File: config.mk
export PLATFORM = sky130hd
export DESIGN_NAME = mem_port_arbiter_flat
export DESIGN_NICKNAME = d
export VERILOG_FILES = /design/src/rtl/mem_port_arbiter_if.sv /design/src/rtl/mem_port_arbiter.sv /design/src/flat_wrapper.sv
export SDC_FILE = /design/constraint.sdc
export NUM_CORES = 1
export LEC_CHECK = 0
export BUFFER_PORTS_ARGS = -buffer_cell sky130_fd_sc_hd__buf_2
export CAP_MARGIN = 20
export CELL_PAD_IN_SITES_DETAIL_PLACEMENT = 0
export CELL_PAD_IN_SITES_GLOBAL_PLACEMENT = 1
export CORE_UTILIZATION = 30
export DETAILED_ROUTE_END_ITERATION = 6
export GPL_ROUTABILITY_DRIVEN = 0
export PLACE_DENSITY_LB_ADDON = 0.1
export SYNTH_ARGS = -nofsm -noshare
export SYNTH_HDL_FRONTEND = slang
export SYNTH_SLANG_ARGS = --single-unit
File: constraint.sdc
create_clock -name clk -period 2.39 [get_ports clk]
set_input_delay 0.1195 -clock clk [delete_from_list [all_inputs] [get_ports clk]]
set_output_delay 0.1195 -clock clk [all_outputs]
set_load 0.1 [all_outputs]
File: src/rtl/mem_port_arbiter_if.sv
// mem_port_arbiter_if: fetch, data and memory handshake bundle around the unified-memory arbiter
// Ports (grouped signals):
//   fetch  : if_req, if_addr in; if_ack, if_rdata out (arbiter view)
//   data   : d_req, d_we, d_size, d_addr, d_wdata in; d_ack, d_rdata out
//   memory : mem_req, mem_we, mem_size, mem_addr, mem_wdata out; mem_done, mem_rdata in
// master = arbiter side, slave = requesters plus memory side.
interface mem_port_arbiter_if;
    logic        if_req;
    logic [31:0] if_addr;
    logic        if_ack;
    logic [31:0] if_rdata;
    logic        d_req;
    logic        d_we;
    logic [2:0]  d_size;
    logic [31:0] d_addr;
    logic [31:0] d_wdata;
    logic        d_ack;
    logic [31:0] d_rdata;
    logic        mem_req;
    logic        mem_we;
    logic [2:0]  mem_size;
    logic [31:0] mem_addr;
    logic [31:0] mem_wdata;
    logic        mem_done;
    logic [31:0] mem_rdata;

    modport master (
        input  if_req, if_addr, d_req, d_we, d_size, d_addr, d_wdata, mem_done, mem_rdata,
        output if_ack, if_rdata, d_ack, d_rdata, mem_req, mem_we, mem_size, mem_addr, mem_wdata
    );

    modport slave (
        output if_req, if_addr, d_req, d_we, d_size, d_addr, d_wdata, mem_done, mem_rdata,
        input  if_ack, if_rdata, d_ack, d_rdata, mem_req, mem_we, mem_size, mem_addr, mem_wdata
    );
endinterface

File: src/rtl/mem_port_arbiter.sv
// mem_port_arbiter: shares one single-ported memory between instruction fetch and data access
// Ports:
//   clk   in  clock, all state on rising edge
//   reset in  synchronous active-high reset
//   bus   mem_port_arbiter_if.master: fetch/data request-ack pairs and the memory transaction port
// Data requests win unless fetch has waited STARVE_LIMIT data grants. One transaction in flight;
// acks are single-cycle pulses coincident with mem_done. Optional one-entry fetch buffer is
// enabled by defining FETCH_BUF_EN.
module mem_port_arbiter #(
    parameter int STARVE_LIMIT = 4,
    parameter int CNT_W        = 3
) (
    input logic                clk,
    input logic                reset,
    mem_port_arbiter_if.master bus
);
    typedef enum logic [1:0] {IDLE, BUSY_I, BUSY_D} arbState;

    localparam logic [CNT_W-1:0] LIMIT = CNT_W'(STARVE_LIMIT);

    arbState          state;
    logic             memReq;
    logic             memWe;
    logic [2:0]       memSize;
    logic [31:0]      memAddr;
    logic [31:0]      memWdata;
    logic [CNT_W-1:0] starveCnt;
    logic             bufHit;
    logic [31:0]      hitWord;
    logic             fetchCand;
    logic             forceFetch;
    logic             dataWin;
    logic             fetchWin;
    logic             memAckI;
    logic             memAckD;

    // a buffered fetch never competes for the memory port
    assign fetchCand  = bus.if_req & ~bufHit;
    assign forceFetch = fetchCand & (starveCnt == LIMIT);
    assign dataWin    = (state == IDLE) & bus.d_req & ~forceFetch;
    assign fetchWin   = (state == IDLE) & fetchCand & ~dataWin;

    // acks are suppressed while reset is asserted so a completion racing reset is dropped
    assign memAckI = ~reset & (state == BUSY_I) & bus.mem_done;
    assign memAckD = ~reset & (state == BUSY_D) & bus.mem_done;

    assign bus.if_ack   = memAckI | bufHit;
    assign bus.if_rdata = memAckI ? bus.mem_rdata : bufHit ? hitWord : '0;
    assign bus.d_ack    = memAckD;
    assign bus.d_rdata  = memAckD ? bus.mem_rdata : '0;

    assign bus.mem_req   = memReq;
    assign bus.mem_we    = memWe;
    assign bus.mem_size  = memSize;
    assign bus.mem_addr  = memAddr;
    assign bus.mem_wdata = memWdata;

`ifdef FETCH_BUF_EN
    logic        bufValid;
    logic [29:0] bufTag;
    logic [31:0] bufWord;

    assign bufHit  = ~reset & (state == IDLE) & bus.if_req & bufValid & (bufTag == bus.if_addr[31:2]);
    assign hitWord = bufWord;

    // a store granted to the buffered word invalidates it so modified code is refetched
    always_ff @(posedge clk) begin
        if (reset) begin
            bufValid <= 1'b0;
            bufTag   <= '0;
            bufWord  <= '0;
        end else if (memAckI) begin
            bufValid <= 1'b1;
            bufTag   <= memAddr[31:2];
            bufWord  <= bus.mem_rdata;
        end else if (dataWin && bus.d_we && bus.d_addr[31:2] == bufTag) begin
            bufValid <= 1'b0;
        end
    end
`else
    assign bufHit  = 1'b0;
    assign hitWord = '0;
`endif

    always_ff @(posedge clk) begin
        if (reset) begin
            state     <= IDLE;
            memReq    <= 1'b0;
            memWe     <= 1'b0;
            memSize   <= '0;
            memAddr   <= '0;
            memWdata  <= '0;
            starveCnt <= '0;
        end else begin
            case (state)
                IDLE: begin
                    if (dataWin) begin
                        state    <= BUSY_D;
                        memReq   <= 1'b1;
                        memWe    <= bus.d_we;
                        memSize  <= bus.d_size;
                        memAddr  <= bus.d_addr;
                        memWdata <= bus.d_wdata;
                    end else if (fetchWin) begin
                        state    <= BUSY_I;
                        memReq   <= 1'b1;
                        memWe    <= 1'b0;
                        memSize  <= 3'b010;
                        memAddr  <= bus.if_addr;
                        memWdata <= '0;
                    end
                    // counts data grants that left a fetch waiting; any fetch service clears it
                    if (bufHit || fetchWin)
                        starveCnt <= '0;
                    else if (dataWin)
                        starveCnt <= !fetchCand ? '0 : (starveCnt == LIMIT) ? starveCnt : starveCnt + 1'b1;
                end
                BUSY_I, BUSY_D: begin
                    if (bus.mem_done) begin
                        state  <= IDLE;
                        memReq <= 1'b0;
                    end
                end
                default: begin
                    state  <= IDLE;
                    memReq <= 1'b0;
                end
            endcase
        end
    end
endmodule
File: src/flat_wrapper.sv
// flat-port wrapper written by rule: the top's interface ports become plain ports
module mem_port_arbiter_flat 
#(
    parameter int STARVE_LIMIT = 4,
    parameter int CNT_W        = 3
)
  (clk, reset, bus_if_req, bus_if_addr, bus_d_req, bus_d_we, bus_d_size, bus_d_addr, bus_d_wdata, bus_mem_done, bus_mem_rdata, bus_if_ack, bus_if_rdata, bus_d_ack, bus_d_rdata, bus_mem_req, bus_mem_we, bus_mem_size, bus_mem_addr, bus_mem_wdata);
  mem_port_arbiter_if bus_i ();
  input logic clk;
  input logic reset;
  input wire logic [$bits(bus_i.if_req)-1:0] bus_if_req;
  input wire logic [$bits(bus_i.if_addr)-1:0] bus_if_addr;
  input wire logic [$bits(bus_i.d_req)-1:0] bus_d_req;
  input wire logic [$bits(bus_i.d_we)-1:0] bus_d_we;
  input wire logic [$bits(bus_i.d_size)-1:0] bus_d_size;
  input wire logic [$bits(bus_i.d_addr)-1:0] bus_d_addr;
  input wire logic [$bits(bus_i.d_wdata)-1:0] bus_d_wdata;
  input wire logic [$bits(bus_i.mem_done)-1:0] bus_mem_done;
  input wire logic [$bits(bus_i.mem_rdata)-1:0] bus_mem_rdata;
  output wire logic [$bits(bus_i.if_ack)-1:0] bus_if_ack;
  output wire logic [$bits(bus_i.if_rdata)-1:0] bus_if_rdata;
  output wire logic [$bits(bus_i.d_ack)-1:0] bus_d_ack;
  output wire logic [$bits(bus_i.d_rdata)-1:0] bus_d_rdata;
  output wire logic [$bits(bus_i.mem_req)-1:0] bus_mem_req;
  output wire logic [$bits(bus_i.mem_we)-1:0] bus_mem_we;
  output wire logic [$bits(bus_i.mem_size)-1:0] bus_mem_size;
  output wire logic [$bits(bus_i.mem_addr)-1:0] bus_mem_addr;
  output wire logic [$bits(bus_i.mem_wdata)-1:0] bus_mem_wdata;
  assign bus_i.if_req = bus_if_req;
  assign bus_i.if_addr = bus_if_addr;
  assign bus_i.d_req = bus_d_req;
  assign bus_i.d_we = bus_d_we;
  assign bus_i.d_size = bus_d_size;
  assign bus_i.d_addr = bus_d_addr;
  assign bus_i.d_wdata = bus_d_wdata;
  assign bus_i.mem_done = bus_mem_done;
  assign bus_i.mem_rdata = bus_mem_rdata;
  assign bus_if_ack = bus_i.if_ack;
  assign bus_if_rdata = bus_i.if_rdata;
  assign bus_d_ack = bus_i.d_ack;
  assign bus_d_rdata = bus_i.d_rdata;
  assign bus_mem_req = bus_i.mem_req;
  assign bus_mem_we = bus_i.mem_we;
  assign bus_mem_size = bus_i.mem_size;
  assign bus_mem_addr = bus_i.mem_addr;
  assign bus_mem_wdata = bus_i.mem_wdata;
  mem_port_arbiter #(.STARVE_LIMIT(STARVE_LIMIT), .CNT_W(CNT_W)) u_core (.clk(clk), .reset(reset), .bus(bus_i));
endmodule
After elaboration in Yosys (flattened, before gate mapping)
Cells that the tools add are included.
- bits of input ports: 137
- bits in registers: 74
- word-level logic and storage cells: 54
- output and inout port bits: 135
- multiplexer cells: 22
- bitwise logic cells: 12
- reductions and logical operators: 6
- eq/ne operators: 6
- add/subtract/negate cells: 1
- operators by type and width (operator ; number):
    32-bit 2-to-1 mux ; 6
    3-bit 2-to-1 mux ; 6
    1-bit bitwise AND ; 9
    2-bit 2-to-1 mux ; 3
    1-bit 2-to-1 mux ; 5
    2-bit case mux with 2 select lines ; 1
    2-bit AND reduction ; 2
    3-bit by 1-bit adder with 3-bit output (second input constant) ; 1
    3-bit == test (second input constant) ; 1
    3-bit by 1-bit != test with 1-bit output (second input constant) ; 1
    3-bit by 2-bit != test with 1-bit output (second input constant) ; 1
    1-bit NOT ; 3
    3-bit AND reduction ; 1
    2-bit by 1-bit == test with 1-bit output (second input constant) ; 1
    2-bit == test (second input constant) ; 1
    2-bit zero test ; 1
    2-bit != test (second input constant) ; 1
    1-bit case mux with 2 select lines ; 1
    2-bit nonzero test ; 1
    2-bit OR reduction ; 1

Logic depth before layout (Yosys ltp)
Gate-level depths: netlist of the first run.
- word-level depth: 9
- gate-level depth with buffers: 7
- gate-level depth less buffers: 5

Least setup slack after synthesis of the first run
Ideal clock, no wire load.
- kind: flip-flop to output port
- start: register u_core.state[0]
- end: output port bus_d_rdata[22]
- stages on the path, launching flop included: 6
- path buffers: 1
- required time: 2271 ps
- setup slack: -304 ps
- arrival time: 2574 ps
- path through: dfxtp_1 inv_1 ha_1 and3b_1 clkbuf_1 and2_1
- longest elaborated chain between the ends: 4
- ends and longest elaborated chain (element ; RTL line ; source):
    start, declared ; mem_port_arbiter.sv:21 ; arbState state;
    start signal, assigned ; mem_port_arbiter.sv:87 ; state <= IDLE;
    start signal, assigned ; mem_port_arbiter.sv:98 ; state <= BUSY_D;
    start signal, assigned ; mem_port_arbiter.sv:105 ; state <= BUSY_I;
    2-bit == test ; mem_port_arbiter.sv:45 ; assign memAckD = ~reset & (state == BUSY_D) & bus.mem_done;
    1-bit bitwise AND (2 in a row) ; mem_port_arbiter.sv:45 ;
    via bus_d_ack ; flat_wrapper.sv:22 ; output wire logic [$bits(bus_i.d_ack)-1:0] bus_d_ack;
    32-bit 2-to-1 mux ; mem_port_arbiter.sv:50 ; assign bus.d_rdata = memAckD ? bus.mem_rdata : '0;
    end, declared ; flat_wrapper.sv:23 ; output wire logic [$bits(bus_i.d_rdata)-1:0] bus_d_rdata;
The timed path passes the listed nets, and every way through them passes these cells.

Worst setup path after layout of the first run
- start: register u_core.state[1]
- end: output port bus_if_rdata[28]
- longest elaborated chain between the ends: 4
- ends and longest elaborated chain (element ; RTL line ; source):
    2-bit by 1-bit == test with 1-bit output ; mem_port_arbiter.sv:44 ; assign memAckI = ~reset & (state == BUSY_I) & bus.mem_done;
    1-bit bitwise AND (2 in a row) ; mem_port_arbiter.sv:44 ;
    32-bit 2-to-1 mux ; mem_port_arbiter.sv:48 ; assign bus.if_rdata = memAckI ? bus.mem_rdata : bufHit ? hitWord : '0;
    end, declared ; flat_wrapper.sv:21 ; output wire logic [$bits(bus_i.if_rdata)-1:0] bus_if_rdata;
No other way between the ends.

==> results of run 1 <==
logic make-up (layout without fill, tap and decap cells):
kind of cell | Yosys count | in the layout
DFF | 74 | 74
adders and majority gates | 5 | 5
muxes | 33 | 33
AOI/OAI and AO/OA | 79 | 79
buffers and inverters | 35 | 324
and+or+nand+nor | 115 | 115
registers in the layout, indices dropped and copies added, names as in the netlist:
register	flops
u_core.bus.mem_we	1
u_core.bus.mem_req	1
u_core.starveCnt	3
u_core.bus.mem_addr	32
u_core.bus.mem_size	3
u_core.state	2
u_core.bus.mem_wdata	32
worst paths after layout:
check / from / endpoint / depth (start not counted)
worst min register to register: u_core.bus.mem_req$_SDFFE_PP0P_ / u_core.bus.mem_req$_SDFFE_PP0P_ / 2
worst min-delay path: bus_d_wdata[25] / u_core.bus.mem_wdata[25]$_SDFFE_PP0P_ / 2
worst max-delay path: u_core.state[1]$_SDFFE_PP0P_ / bus_if_rdata[28] / 6
worst max register to register: u_core.state[0]$_SDFFE_PP0P_ / u_core.starveCnt[0]$_SDFFE_PP0P_ / 5
through the flow:
step	std cells	hold slack, ns
floorplan	341	0.228
global placement	731	0.328
detailed placement	731	0.332
CTS	770	0.00175
global route	770	0.00605
finish	770	0.00841
worst max-delay path, delay by kind of cell, from the launching register on:
family | cells | cell delay (ns)
DFF | 1 | 0.33
adders and majority gates | 1 | 0.13
and+or+nand+nor | 2 | 0.32
buffers and inverters | 3 | 0.77
power by group:
group | total [mW] | switching [mW] | internal, mW
logic | 1.72 | 1.33 | 0.387
registers | 1.42 | 0.0603 | 1.36
clock network | 1.51 | 0.515 | 0.998
total | 4.65 | 1.91 | 2.74
metal layers:
layer / vias to the layer above / share of wire (%) / track usage (%)
met1: 1639 / 41 / 21.3
li1: 1795 / - / -
met4: 2 / 1.2 / 5.43
met5: - / 0.16 / 0
met2: 146 / 50 / 32.6
met3: 12 / 7.1 / 5.28
cells in the final DEF (no fill, tap or decap), types with 2 or more instances in the layout:
| master | n |
|---|---|
| clkbuf_16 | 9 |
| nor3_1 | 2 |
| a221oi_1 | 27 |
| nor2_1 | 33 |
| a21oi_1 | 4 |
| buf_4 | 8 |
| mux2i_1 | 32 |
| inv_1 | 5 |
| clkbuf_8 | 3 |
| nor2b_1 | 2 |
| dlygate4sd3_1 | 23 |
| and2_1 | 65 |
| a22o_2 | 28 |
| dfxtp_1 | 74 |
| bufinv_16 | 2 |
| ha_1 | 5 |
| nand2_2 | 2 |
| buf_12 | 2 |
| o21ai_0 | 2 |
| and3b_1 | 2 |
| a22o_1 | 8 |
| buf_2 | 270 |
| a221oi_2 | 5 |
repair_timing:
action,CTS,global route
endpoints found under the setup margin,0,0
hold buffers,23,0
hold endpoints to repair,23,0
area by class of cell:
cell class | count | area [µm²] | share of cell area, %
multi-input combinational | 232 | 1790 | 32.6
timing repair buffer | 303 | 1680 | 30.7
sequential | 74 | 1480 | 27.0
clock buffer | 12 | 267 | 4.86
tap | 140 | 175 | 3.19
clock inverter | 4 | 72.6 | 1.32
inverter | 5 | 18.8 | 0.342
==> impl_metrics.yaml, run 1 <==
run_status:
  outcome: "complete, no violations"
yosys:
  synthFlopType: "dfxtp_1"
  netlist_area_um2: 3480
  synthDistinctLibCells: 36
  synth_top_cell_area_share_pct: 42.5
  synthSimpleGateAreaFrac_pct: 19.0
  synth_enable_flop_cells: 0
  synth_area_leaders: "dfxtp_1, and2_1, mux2i_1, a22o_2, a221oi_1"
  muxShareOfSynthArea_pct: 9.52
  synthTopCellsByCount: "dfxtp_1, and2_1, nor2_1"
  synthArstFlopShare_pct: 0
  synth-compound-area-share_pct: 21.0
  ys_warn_count: 0
  yosysTopAreaCell: "dfxtp_1"
  synth.ff_latch_count: 74
  yosys.area_share.adder_pct: 1.80
  synth_top_family_by_area: "compound AO/OA/AOI/OAI gates"
  ys_seq_area_share_pct: 42.5
  syn_nets: 483
  syn_area_per_cell_um2: 10.2
  synthCells: 341
  synth.most_common_cell: "dfxtp_1"
  synthXorXnorAreaFrac_pct: 0
sta:
  grt_setup_unrepaired: "no"
  min_period_over_period_pct: 84.0
  period_minus_slack_ns: 2.01
  skew_ns: 0.00714
  hold_violations: 0
  setup_ws_ns: 0.383
  clock.fmax_mhz: 498
  tightest_slew_ns: 0.817
  finalSetupTns_ns: 0
  max-slew-margin-rel_pct: 45.4
  drv_slew: 0
  setup-violations-final: 0
die:
  die_w_um: 110
  die_area_um2: 12000
  fp.dieH_um: 110
  fp.coreArea_um2: 11100
  pin_count: 272
  row_count: 38
  initial_core_util_pct: 31.4
clock_network:
  ctsResizeCount: 0
  post_cts_buffers: 0
  clkTransAtPathRegs_ns: 0.06
  clock-sinks: 74
  cts.root.buffer_cell: "clkbuf_16"
  cts_htree_levels: 3
  cts_tree: "built"
  clock_latency_ns: 0.33
  clockBufferDepth: 2
  cts_made_buffers: 9
final_layout:
  nets: 767
  drive_above_1_share_pct: 53.3
  syn2layout_area_growth_pct: 57.5
  fillers: 1056
  insertedDiodeCount: 0
  fin_area_um2: 5490
  post-route-util_pct: 49.5
worst_setup_path:
  endpoint_kind: "output pin"
  slowest_stage: "buf_2"
  reg2reg_setup_slack_ns: 0.49
  critPathMaxStageDelay_ns: 0.42
  arrival_ns: 1.89
  worst_ep_required_time_ns: 2.27
  startpoint_type: "flip-flop"
  crit_fanout: 33
  criticalPathCategory: "flip-flop to output pin"
  path_cells: "inv_1 -> ha_1 -> and3b_1 -> buf_4 -> and2_1 -> buf_2"
route:
  drtPass1Iterations: 6
  routed_via_density: 4.67
  num_vias: 3594
  routedWlPerCell_um: 14.9
  drt_iter0_drc: 147
  drc: 0
  ant_nets: 0
  routed_wirelength_um: 11400
worst_hold_path:
  hold_class: "input pin to flip-flop"
place:
  dpl.hpwl_um: 8160
  place_ws_ns: 0.478
  io_buffer_count: 271
  post_dp_cell_area_um2: 4920
global_routing:
  overflow: 0
  grt_usage_pct: 18.4
  grt_max_degree: 39
  grt_pass1_wl_um: 16900
  antenna_found_initial: 1
  grt_pass1_vias: 3404
job:
  max_cap_viol_count: 0
power:
  power.density_nw_per_um2: 848
  leakage_nw: 2.99
  peakVddDrop_mv: 0.428
  power_mw: 4.65
Power figures use the tool's default switching activity.
==> inputs of run 2 (changes only) <==
--- a/config.mk
+++ b/config.mk
@@ -9,7 +9,7 @@
 export CAP_MARGIN = 20
 export CELL_PAD_IN_SITES_DETAIL_PLACEMENT = 0
 export CELL_PAD_IN_SITES_GLOBAL_PLACEMENT = 1
-export CORE_UTILIZATION = 30
+export CORE_UTILIZATION = 25
 export DETAILED_ROUTE_END_ITERATION = 6
 export GPL_ROUTABILITY_DRIVEN = 0
 export PLACE_DENSITY_LB_ADDON = 0.1
==> constraint.sdc (replaced) <==
create_clock -name clk -period 1.7 [get_ports clk]
set_input_delay 0.085 -clock clk [delete_from_list [all_inputs] [get_ports clk]]
set_output_delay 0.085 -clock clk [all_outputs]
set_load 0.1 [all_outputs]
==> run 2 against run 1 <==
Clock skew barely moved. Register-to-register slack got worse by 0.36 ns. Flip-flop and latch count did not move. Die area rose by 20%. Highest routed layer is now met4. Final cell count rose by 7.5%. The flow now finishes with violations (setup timing). Sequential power rose by 40%.
==> impl_metrics.yaml, run 2 (synthesis gave the netlist of run 1 again) <==
run_status:
  outcome: "complete, but fails checks"
  violations: "setup timing"
die:
  fp.dieH_um: 120
  row_count: 42
  initial_core_util_pct: 26.0
  die_w_um: 120
  pin_count: 272
  fp.coreArea_um2: 13400
  die_area_um2: 14400
route:
  drtPass1Iterations: 4
  routed_via_density: 4.47
  drc: 0
  drt_iter0_drc: 168
  ant_nets: 0
  num_vias: 3702
  routedWlPerCell_um: 15.9
  routed_wirelength_um: 13200
clock_network:
  cts_htree_levels: 3
  clock_latency_ns: 0.33
  cts.root.buffer_cell: "clkbuf_16"
  clock-sinks: 74
  cts_made_buffers: 9
  clkTransAtPathRegs_ns: 0.06
  clockBufferDepth: 2
  cts_tree: "built"
place:
  dpl.hpwl_um: 9350
  io_buffer_count: 271
final_layout:
  fillers: 1239
  layout_commonest_cell: "buf_2"
  multi_input_area_um2: 1940
  final-seq-area_um2: 1480
  layout_common_cells: "buf_2, buf_12, dfxtp_1"
  post-route-util_pct: 51.7
  drive_above_1_share_pct: 63.7
  syn2layout_area_growth_pct: 99.0
  nets: 788
global_routing:
  antenna_found_initial: 1
  grt_pass1_vias: 3784
  grt_usage_pct: 17.6
  overflow: 0
  grt_pass1_wl_um: 19900
  grt_max_degree: 36
worst_setup_path:
  arrival_ns: 1.71
  criticalPathCategory: "flip-flop to output pin"
  reg2reg_setup_slack_ns: 0.13
  path_cells: "buf_6 -> ha_4 -> and3b_2 -> buf_12 -> and2_2 -> buf_12"
  endpoint_kind: "output pin"
  cp_common_cell: "buf_12"
  worst_ep_required_time_ns: 1.62
  crit_fanout: 17
  crit_buf_inv: 3
  critPathTopFamily: "simple AND/OR/NAND/NOR gates"
  startpoint_type: "flip-flop"
  critPathMaxStageDelay_ns: 0.32
  slowest_stage: "dfxtp_2"
power:
  power_mw: 6.62
  peakVddDrop_mv: 0.711
  power.density_nw_per_um2: 956
  leakage_nw: 3.34
sta:
  hold_violations: 0
  worst_hold_slack_ns: 0.0556
  period_minus_slack_ns: 1.79
  min_period_over_period_pct: 105
  skew_ns: 0.00665
  setup_ws_ns: -0.0933
  max-slew-margin-rel_pct: 65.5
  finalSetupTns_ns: -3.17
  drv_slew: 0
  tightest_slew_ns: 0.520
  setup-violations-final: 64
  grt_setup_unrepaired: "yes"
  clock.fmax_mhz: 558
worst_hold_path:
  hold_class: "input pin to flip-flop"
job:
  max_cap_viol_count: 0
[run 2: final cells by class]
cell class | count | share of cell area [%]
clock buffers | 10 | 3.45
clock inverters | 6 | 1.07
flip-flops and latches | 74 | 21.4
repair buffers | 323 | 42.5
diodes | 1 | 0.0361
multi-input cells | 233 | 28.1
inverters | 5 | 0.271
well taps | 176 | 3.18
[run 2: power by group]
part	internal [mW]	switching (mW)
combinational	0.729	1.94
sequential	1.91	0.0837
clock	1.19	0.767
total	3.83	2.79
[run 2: timing repair]
action / in CTS / in global routing
hold buffers: 35 / 0
setup buffers: 0 / 0
gates cloned: 1 / 3
pin swaps: 0 / 13
endpoints found under the hold margin: 35 / 0
setup endpoints to repair: 101 / 77
gates resized for setup: 6 / 22
[run 2: routing by layer]
metal	track usage [%]	vias to the layer above	wire (µm)
met4	4.84	0	185
met3	4.33	14	687
met5	0	-	0
met1	20.0	1715	5440
met2	32.3	128	6870
li1	-	1845	-
[run 2: metrics by stage]
| step | area (µm²) | cells | setup WS, ns |
|---|---|---|---|
| 2_1_floorplan | 3580 | 341 | 0.116 |
| 3_3_place_gp | 6130 | 772 | 0.00357 |
| 3_5_place_dp | 6130 | 772 | -0.0771 |
| 4_1_cts | 6820 | 824 | -0.0988 |
| 5_1_grt | 6930 | 827 | -0.142 |
| 6_report | 6930 | 828 | -0.0933 |
[run 2: worst register-to-register path: stages, from the launching register on]
cell and delay, ns:
dfxtp_2 0.33, inv_2 0.08, ha_1 0.17, buf_4 0.16
and2_1 0.16, nand2_1 0.10, buf_12 0.18, a221oi_1 0.29
[run 2: worst paths after layout]
kind | startpoint | to | cells past startpoint
max | u_core.state[0]$_SDFFE_PP0P_ | bus_if_rdata[6] | 6
min reg2reg | u_core.bus.mem_req$_SDFFE_PP0P_ | u_core.bus.mem_req$_SDFFE_PP0P_ | 2
min | bus_d_req | u_core.state[0]$_SDFFE_PP0P_ | 2
max reg2reg | u_core.state[1]$_SDFFE_PP0P_ | u_core.bus.mem_addr[13]$_SDFFE_PP0P_ | 7
